<file path="src/rtl/arbitro_rr_salida_pkg.sv">
// Shared definitions for the weighted round-robin output scheduler:
// word field positions, class count and weight normalization.
package arbitro_rr_salida_pkg;

   localparam int NUM_CLASSES   = 4;
   localparam int NUM_DESTS     = 4;
   localparam int SEL_W         = 2;
   localparam int WORD_SIZE_DEF = 12;

   // Field positions for the default 12-bit word; wider words shift them up.
   localparam int CLASS_MSB = 11;
   localparam int CLASS_LSB = 10;
   localparam int DEST_MSB  = 9;
   localparam int DEST_LSB  = 8;

   localparam int WEIGHT_MAX_W = 8;

   function automatic logic [WEIGHT_MAX_W-1:0] norm_weight(input logic [WEIGHT_MAX_W-1:0] w);
      return (w == '0) ? WEIGHT_MAX_W'(1) : w;
   endfunction

endpackage

</file>
<file path="src/rtl/arbitro_rr_salida_rr_next_sel.sv">
// Circular priority scan: first non-empty class after cur, wrapping
// around so that cur itself is the last candidate.
module rr_next_sel
   import arbitro_rr_salida_pkg::*;
(
   input  logic [SEL_W-1:0]       cur_i,
   input  logic [NUM_CLASSES-1:0] mask_i,
   output logic [SEL_W-1:0]       next_o,
   output logic                   found_o
);

   logic [SEL_W-1:0]       cand [NUM_CLASSES];
   logic [NUM_CLASSES-1:0] hit;

   genvar gi;
   generate
      for (gi = 0; gi < NUM_CLASSES; gi++) begin : g_cand
         assign cand[gi] = cur_i + SEL_W'(gi + 1);
         assign hit[gi]  = mask_i[cand[gi]];
      end
   endgenerate

   // Walk from the farthest candidate back so the nearest hit wins.
   always_comb begin
      next_o  = cur_i;
      found_o = 1'b0;
      for (int i = NUM_CLASSES - 1; i >= 0; i--) begin
         if (hit[i]) begin
            next_o  = cand[i];
            found_o = 1'b1;
         end
      end
   end

endmodule

</file>
<file path="src/rtl/arbitro_rr_salida.sv">
// Weighted round-robin scheduler draining four class FIFOs onto four
// destination FIFOs, with a one-stage in-flight pipe and backpressure.
module arbitro_rr_salida
   import arbitro_rr_salida_pkg::*;
#(
   parameter int WORD_SIZE = WORD_SIZE_DEF,
   parameter int WEIGHT_W  = 3
) (
   input  logic                             clk,
   input  logic                             reset,
   input  logic [NUM_CLASSES*WORD_SIZE-1:0] data_in,
   input  logic [NUM_CLASSES-1:0]           fifo_empty,
   input  logic [NUM_CLASSES*WEIGHT_W-1:0]  weight,
   input  logic [NUM_DESTS-1:0]             dest_almost_full,
   output logic [NUM_CLASSES-1:0]           pop,
   output logic [NUM_DESTS-1:0]             push,
   output logic [WORD_SIZE-1:0]             data_out,
   output logic [SEL_W-1:0]                 grant_class,
   output logic                             idle
);

   localparam int DEST_HI = DEST_MSB + WORD_SIZE - WORD_SIZE_DEF;
   localparam int DEST_LO = DEST_LSB + WORD_SIZE - WORD_SIZE_DEF;

   logic [SEL_W-1:0]       cur_q, cur_d;
   logic [WEIGHT_W-1:0]    credit_q, credit_d;
   logic                   v1_q, v1_d;
   logic [SEL_W-1:0]       c1_q, c1_d;
   logic [NUM_DESTS-1:0]   push_q, push_d;
   logic [WORD_SIZE-1:0]   data_out_q, data_out_d;

   logic [NUM_CLASSES-1:0] pop_c;
   logic                   stall;
   logic                   found;
   logic [SEL_W-1:0]       next_idx;
   logic [WORD_SIZE-1:0]   word_arr   [NUM_CLASSES];
   logic [WEIGHT_W-1:0]    weight_arr [NUM_CLASSES];
   logic [WORD_SIZE-1:0]   word_sel;
   logic [WEIGHT_W-1:0]    weight_next;

   genvar gi;
   generate
      for (gi = 0; gi < NUM_CLASSES; gi++) begin : g_unpack
         assign word_arr[gi]   = data_in[gi*WORD_SIZE +: WORD_SIZE];
         assign weight_arr[gi] = weight[gi*WEIGHT_W +: WEIGHT_W];
      end
   endgenerate

   assign stall       = |dest_almost_full;
   assign word_sel    = word_arr[c1_q];
   assign weight_next = weight_arr[next_idx];

   rr_next_sel u_next_sel (
      .cur_i   (cur_q),
      .mask_i  (~fifo_empty),
      .next_o  (next_idx),
      .found_o (found)
   );

   // Pop and turn switch are exclusive: a switch only happens when no pop is possible.
   always_comb begin
      pop_c    = '0;
      cur_d    = cur_q;
      credit_d = credit_q;
      if (!stall) begin
         if ((credit_q != '0) && !fifo_empty[cur_q]) begin
            pop_c[cur_q] = 1'b1;
            credit_d     = credit_q - WEIGHT_W'(1);
         end else if (found) begin
            cur_d    = next_idx;
            credit_d = WEIGHT_W'(norm_weight(WEIGHT_MAX_W'(weight_next)));
         end
      end
   end

   assign v1_d = |pop_c;
   assign c1_d = cur_q;

   always_comb begin
      push_d     = '0;
      data_out_d = '0;
      if (v1_q) begin
         data_out_d = word_sel;
         push_d     = NUM_DESTS'(1) << word_sel[DEST_HI:DEST_LO];
      end
   end

   always_ff @(posedge clk) begin
      if (!reset) begin
         cur_q      <= SEL_W'(NUM_CLASSES - 1);
         credit_q   <= '0;
         v1_q       <= 1'b0;
         c1_q       <= '0;
         push_q     <= '0;
         data_out_q <= '0;
      end else begin
         cur_q      <= cur_d;
         credit_q   <= credit_d;
         v1_q       <= v1_d;
         c1_q       <= c1_d;
         push_q     <= push_d;
         data_out_q <= data_out_d;
      end
   end

   // Gating pop during reset keeps the class FIFOs from losing a word.
   assign pop         = reset ? pop_c : '0;
   assign push        = push_q;
   assign data_out    = data_out_q;
   assign grant_class = cur_q;
   assign idle        = ~(|pop) & ~v1_q;

endmodule
</file>
<file path="config.mk">
export PLATFORM = sky130hd
export DESIGN_NAME = arbitro_rr_salida
export DESIGN_NICKNAME = d
export VERILOG_FILES = /design/src/rtl/arbitro_rr_salida_pkg.sv /design/src/rtl/arbitro_rr_salida_rr_next_sel.sv /design/src/rtl/arbitro_rr_salida.sv
export SDC_FILE = /design/constraint.sdc
export NUM_CORES = 1
export LEC_CHECK = 0
export ABC_AREA = 1
export CAP_MARGIN = 20
export CORE_ASPECT_RATIO = 1.2
export CORE_MARGIN = 1
export CORE_UTILIZATION = 42
export CTS_CLUSTER_DIAMETER = 200
export CTS_CLUSTER_SIZE = 25
export DETAILED_ROUTE_END_ITERATION = 7
export PLACE_DENSITY = 0.93
export SYNTH_ARGS = -nofsm -noshare
export SYNTH_HDL_FRONTEND = slang
export SYNTH_HIERARCHICAL = 1
export SYNTH_SLANG_ARGS = --single-unit
</file>
<file path="constraint.sdc">
create_clock -name clk -period 3.75 [get_ports clk]
set_input_delay 0.75 -clock clk [delete_from_list [all_inputs] [get_ports clk]]
set_output_delay 0.75 -clock clk [all_outputs]
set_load 0.01 [all_outputs]
</file>
# Word-level counts from Yosys, hierarchy flattened

Cells that the tools add are included.

Shifts and indexed selects: 1
Muxes and demuxes: 31
Reduce and logical (&&, ||, !) cells: 12
Magnitude comparators: 7
Bitwise logic cells: 8
Add/sub/neg operators: 4

Operator list:

| cell                  | count |
|---|---|
| $bmux W12 S2          | 1 |
| $mux W12              | 2 |
| $mux W3               | 5 |
| $lt A2 B3 Y1 const B  | 4 |
| $mux W4               | 3 |
| $reduce_or A4 Y1      | 3 |
| $bmux W1 S2           | 5 |
| $mux W1               | 10 |
| $bmux W3 S2           | 1 |
| $ge A3 B3 Y1 const B  | 2 |
| $mux W2               | 3 |
| $not A2 Y3            | 2 |
| $add A2 B2 Y2 const B | 2 |
| $not A1 Y1            | 4 |
| $not A4 Y4            | 1 |
| $reduce_and A2 Y1     | 2 |
| $shl A1 B2 Y4 const A | 1 |
| $logic_not A3 Y1      | 1 |
| $reduce_and A3 Y1     | 1 |
| $reduce_bool A3 Y1    | 1 |
| $sub A3 B1 Y3 const B | 1 |
| $add A2 B1 Y2 const B | 1 |
| $demux W1 S2          | 1 |
| $ge A2 B1 Y1 const B  | 1 |
| other kinds (4)       | 5 |

Bits of input ports: 70
Register bits after elaboration: 24
Output and inout port bits: 23
Word-level logic and storage cells: 69

# Longest topological paths before layout

Gate-level depths: netlist of run 1.

Depth after elaboration: 14
Gate-level depth with buffers: 20
Gate-level depth less buffers: 19

# Hierarchy

The synthesis of run 1 kept the hierarchy.

Modules (own cells, without submodules):

| module            | seq. area each (µm²) | cells each | area an instance (µm²) | times used |
|---|---|---|---|---|
| arbitro_rr_salida | 480.5                | 234        | 1420.1                 | 1 |
| rr_next_sel       | 0.0                  | 47         | 241.5                  | 1 |

# Least setup slack after synthesis of run 1

OpenSTA, ideal clock, no wires.

Kind: input port to output port
Start: in dest_almost_full[3]
End: out pop[1]
Stages on the path: 4
Arrival: 1505 ps
Buffers on the path: 0
Path slack: 1495 ps
Required time: 3000 ps
Path through: nor2_1 -> nor3b_4 -> nand3_2 -> nor3_1

Cells in the longest elaborated chain, start to end: 3

Ends and longest elaborated chain:

| item               | RTL line                 | source |
|---|---|---|
| start: declaration | arbitro_rr_salida.sv:14  | `input logic [NUM_DESTS-1:0] dest_almost_full,` |
| $reduce_or A4 Y1   | arbitro_rr_salida.sv:49  | `assign stall = \|dest_almost_full;` |
| $mux W4            | arbitro_rr_salida.sv:65  | `if (!stall) begin` |
| $mux W4            | arbitro_rr_salida.sv:107 | `assign pop = reset ? pop_c : '0;` |
| end: declaration   | arbitro_rr_salida.sv:15  | `output logic [NUM_CLASSES-1:0] pop,` |

No other way between the ends.

# Worst setup path in the final report of run 1

Start: in fifo_empty[2]
End: out idle

Cells in the longest elaborated chain, start to end: 10

Ends and longest elaborated chain:

| item                          | RTL line                 | source |
|---|---|---|
| start: declaration            | arbitro_rr_salida.sv:12  | `input logic [NUM_CLASSES-1:0] fifo_empty,` |
| $bmux W1 S2                   | arbitro_rr_salida.sv:66  | `if ((credit_q != '0) && !fifo_empty[cur_q]) begin` |
| $mux W1 (implied by the code) | arbitro_rr_salida.sv:66  |  |
| $logic_not A1 Y1              | arbitro_rr_salida.sv:66  |  |
| $logic_and A1 B1 Y1           | arbitro_rr_salida.sv:66  |  |
| $mux W4                       | arbitro_rr_salida.sv:66  |  |
| $mux W4                       | arbitro_rr_salida.sv:65  |  |
| $mux W4                       | arbitro_rr_salida.sv:107 |  |
| $reduce_or A4 Y1              | arbitro_rr_salida.sv:111 | `assign idle = ~(\|pop) & ~v1_q;` |
| $not A1 Y1                    | arbitro_rr_salida.sv:111 |  |
| $and A1 B1 Y1                 | arbitro_rr_salida.sv:111 |  |
| end: declaration              | arbitro_rr_salida.sv:19  | `output logic idle` |

No other way between the ends. The select of a mux whose other input is x is not followed.

==> metrics.log, run 1 <==
INFO  metric run_status = completed
INFO  metric leakage = 1.211 nW
INFO  metric finalMaxSlewViolations = 0
INFO  metric gp_congestion = 0.8283
INFO  metric critPathLaunch = fifo_empty[2]
INFO  metric crit_slowest_cell = clkdlybuf4s50_1
INFO  metric io_buffer_count = 92
INFO  metric area_delta_synth_final = 59.49%
INFO  metric worstPathArrival = 2.51 ns
INFO  metric synth.cell_area = 0.001662 mm2
INFO  metric timing.critical_path.from_type = input port
INFO  metric globalRouteMet3Util = 0.03839
INFO  metric dpl_hpwl = 3864 um
INFO  metric num_antenna_cells = 0
INFO  metric initial_detailed_routing_violation_count = 225
INFO  metric layout.cells.most_common = clkdlybuf4s50_1
INFO  metric max_freq = 306.6 MHz
INFO  metric timing.critical_path.fanout_max = 7
INFO  metric die_w = 59.42 um
INFO  metric slowest_delay = 0.52 ns
INFO  metric post_cts_resize_count = 0
INFO  metric clk_root_buffer_cell = clkbuf_8
INFO  metric use_met1 = 0.2800
INFO  metric grt_antenna_before_repair = 0
INFO  metric hold_viol_final = 0
INFO  metric grt.total_usage = 0.2380
INFO  metric final_nets = 440
INFO  metric worstPathRequired = 3.00 ns
INFO  metric drive_above_1_share = 0.07629
INFO  metric final-setup-viol-count = 0
INFO  metric synthesis.area_per_instance = 5.913 um2
INFO  metric first_global_vias = 1837
INFO  metric ys_ff_latch = 24
INFO  metric cts-hold-fix-buffers = 0
INFO  metric critPathKind = input port to output port
INFO  metric detail-route-antenna-nets = 0
INFO  metric die_area = 0.004213 mm2
INFO  metric hold_path_depth = 2
INFO  metric first_pass_iters = 4
INFO  metric vdd_drop_max = 131.3 uV
INFO  metric wire_length_of_the_first_global_routing_pass = 7810 um
INFO  metric clk-insertion-delay-late = 0.27 ns
INFO  metric synth.area.mux_share = 0
INFO  metric post_synth_and_or_nand_nor_area_fraction = 0.4428
INFO  metric cpLargestDelayFamily = buffers and inverters
INFO  metric route.detailed.drc = 0
INFO  metric rr_worst_depth = 18
INFO  metric numCtsBuffers = 3
INFO  metric timing.final.ws_setup = 0.4881 ns
INFO  metric clock-sinks = 24
INFO  metric synth_nets = 353
INFO  metric maxCapViolCount = 0
INFO  metric grt_max_degree = 26
INFO  metric floorplan.rows = 24
INFO  metric die_h = 70.90 um
INFO  metric worst_setup_path_end_kind = output port
INFO  metric powerDensity = 246.5 mW/mm2
INFO  metric globalRoute.totalOverflow = 0
INFO  metric core_region_area = 0.003694 mm2
INFO  metric mostFrequentLayoutCells = clkdlybuf4s50_1 (92), nand2_1 (62), nor2_1 (59), inv_1 (29), nand3_1 (26)
INFO  metric tritoncts = yes
INFO  metric grt_use_met2 = 0.4332
INFO  metric synth_top_family_by_area = simple AND/OR/NAND/NOR gates
INFO  metric worst_hold_slack = 0.5171 ns
INFO  metric power.total = 0.0006533 W
INFO  metric post-route-min-period = 3.262 ns
INFO  metric crit_buf_inv = 4
INFO  metric top_usage_layer = met2
INFO  metric detail_route.wl_per_cell = 11.88 um
INFO  metric worstHoldPathType = flop to flop
INFO  metric synth_cell_types = 24
INFO  metric ctsLongestPathBuffers = 2
INFO  metric reg2reg_from = grant_class[1]
INFO  metric synth-compound-area-share = 0.1310
INFO  metric synthesis.instances = 281
INFO  metric preCtsSetupSlack = 0.4827 ns
INFO  metric placedInstanceArea = 0.002595 mm2
INFO  metric postRouteWirelength = 4976 um
INFO  metric cts.htree.levels = 1
INFO  metric timing.critical_path.cells = clkdlybuf4s50_1, nand3_1, nand3_2, nor2_4, nand3_2, inv_2, or2_1, inv_1, clkdlybuf4s50_1
INFO  metric fin_tns_setup = 0 ns
INFO  metric vias = 2083
INFO  metric synth-adder-area-share = 0.01506
INFO  metric timing_worst_slew_pin_value = 0.8458 ns
INFO  metric io_pins = 93
INFO  metric hold_path.startpoint = v1_q
INFO  metric ys_seq_area_frac = 0.2892
INFO  metric synth.yosys.warnings = 6
INFO  metric initial_utilization = 0.4499
INFO  metric yosys.area_share.xor_xnor = 0
INFO  metric finish.instance_area = 0.002650 mm2
INFO  metric cts_setup_buffers = 0
INFO  metric clkSlewWorstSetupHoldPaths = 0.09 ns
INFO  metric rsz_0062_raised_after_global_routing = no
INFO  metric routed_via_count_divided_by_cell_count = 4.971
INFO  metric max_slew_margin = 0.4354
INFO  metric min_period_over_period = 0.8698
INFO  metric cp_num_cells = 9
INFO  metric skew = 0.008256 ns
registers in the layout (all words and copies together), names as in the netlist:
| signal | flops |
|---|---|
| c1_q | 2 |
| credit_q | 3 |
| data_out | 12 |
| grant_class | 2 |
| push | 4 |
| v1_q | 1 |
tightest hold or removal path: cells and delay by family, from the launching register on:
kind | cells | cell delay (ns)
simple gates | 2 | 0.15
flops | 1 | 0.33
cell families after synthesis:
family,Yosys count
buf+inv,46
fa+ha+maj,2
simple gates,167
compound gates,42
flops,24
metrics by stage:
step	utilization	cells
4_1_cts	0.7175	419
3_3_place_gp	0.7026	415
3_5_place_dp	0.7026	415
6_report	0.7175	419
2_1_floorplan	-	281
5_1_grt	0.7175	419
Yosys cell counts (all sizes together):
cell type,count,area [um2]
a21oi,15,75.07
buf,6,45.04
clkbuf,6,22.52
dfxtp,24,480.5
ha,2,25.02
inv,34,135.1
nand2,74,312.8
nand3,28,150.1
nor2,60,232.7
nor3,3,15.01
nor3b,1,18.77
o21ai,26,133.9
o22a,1,8.760
or2,1,6.260
worst paths after layout:
| path | end | slack (ns) |
|---|---|---|
| worst max-delay path | idle | 0.49 |
| worst min-delay path | push[1] | 0.52 |
| worst max register to register | credit_q[0] | 1.49 |
| worst min register to register | push[1] | 0.52 |
final cells by class:
class / count / area (um2)
fillers: 308 / 1044
multi-input cells: 211 / 978.4
repair buffers: 94 / 935.9
flip-flops and latches: 24 / 480.5
inverters: 34 / 135.1
well taps: 52 / 65.06
clock buffers: 4 / 55.05
metal layers:
layer / up-vias / wire [um]
li1: 1056 / -
met1: 916 / 2030
met2: 105 / 2447
met3: 6 / 458
met4: 0 / 40
met5: - / 0
report_power, final:
| group | internal [W] | total (W) | switching [W] |
|---|---|---|---|
| sequential | 0.000259 | 0.000270 | 0.0000111 |
| combinational | 0.000111 | 0.000210 | 0.0000983 |
| clock | 0.0000937 | 0.000174 | 0.0000803 |
| total | 0.000464 | 0.000653 | 0.000190 |
Power figures use the tool's default switching activity.
==> run 2: changes to the inputs <==
--- a/config.mk
+++ b/config.mk
@@ -18,3 +18,4 @@
 export SYNTH_HDL_FRONTEND = slang
 export SYNTH_HIERARCHICAL = 1
 export SYNTH_SLANG_ARGS = --single-unit
+export TNS_END_PERCENT = 10
==> results of run 2 <==
Final layout, timing and power as in run 1 (identical DEF).
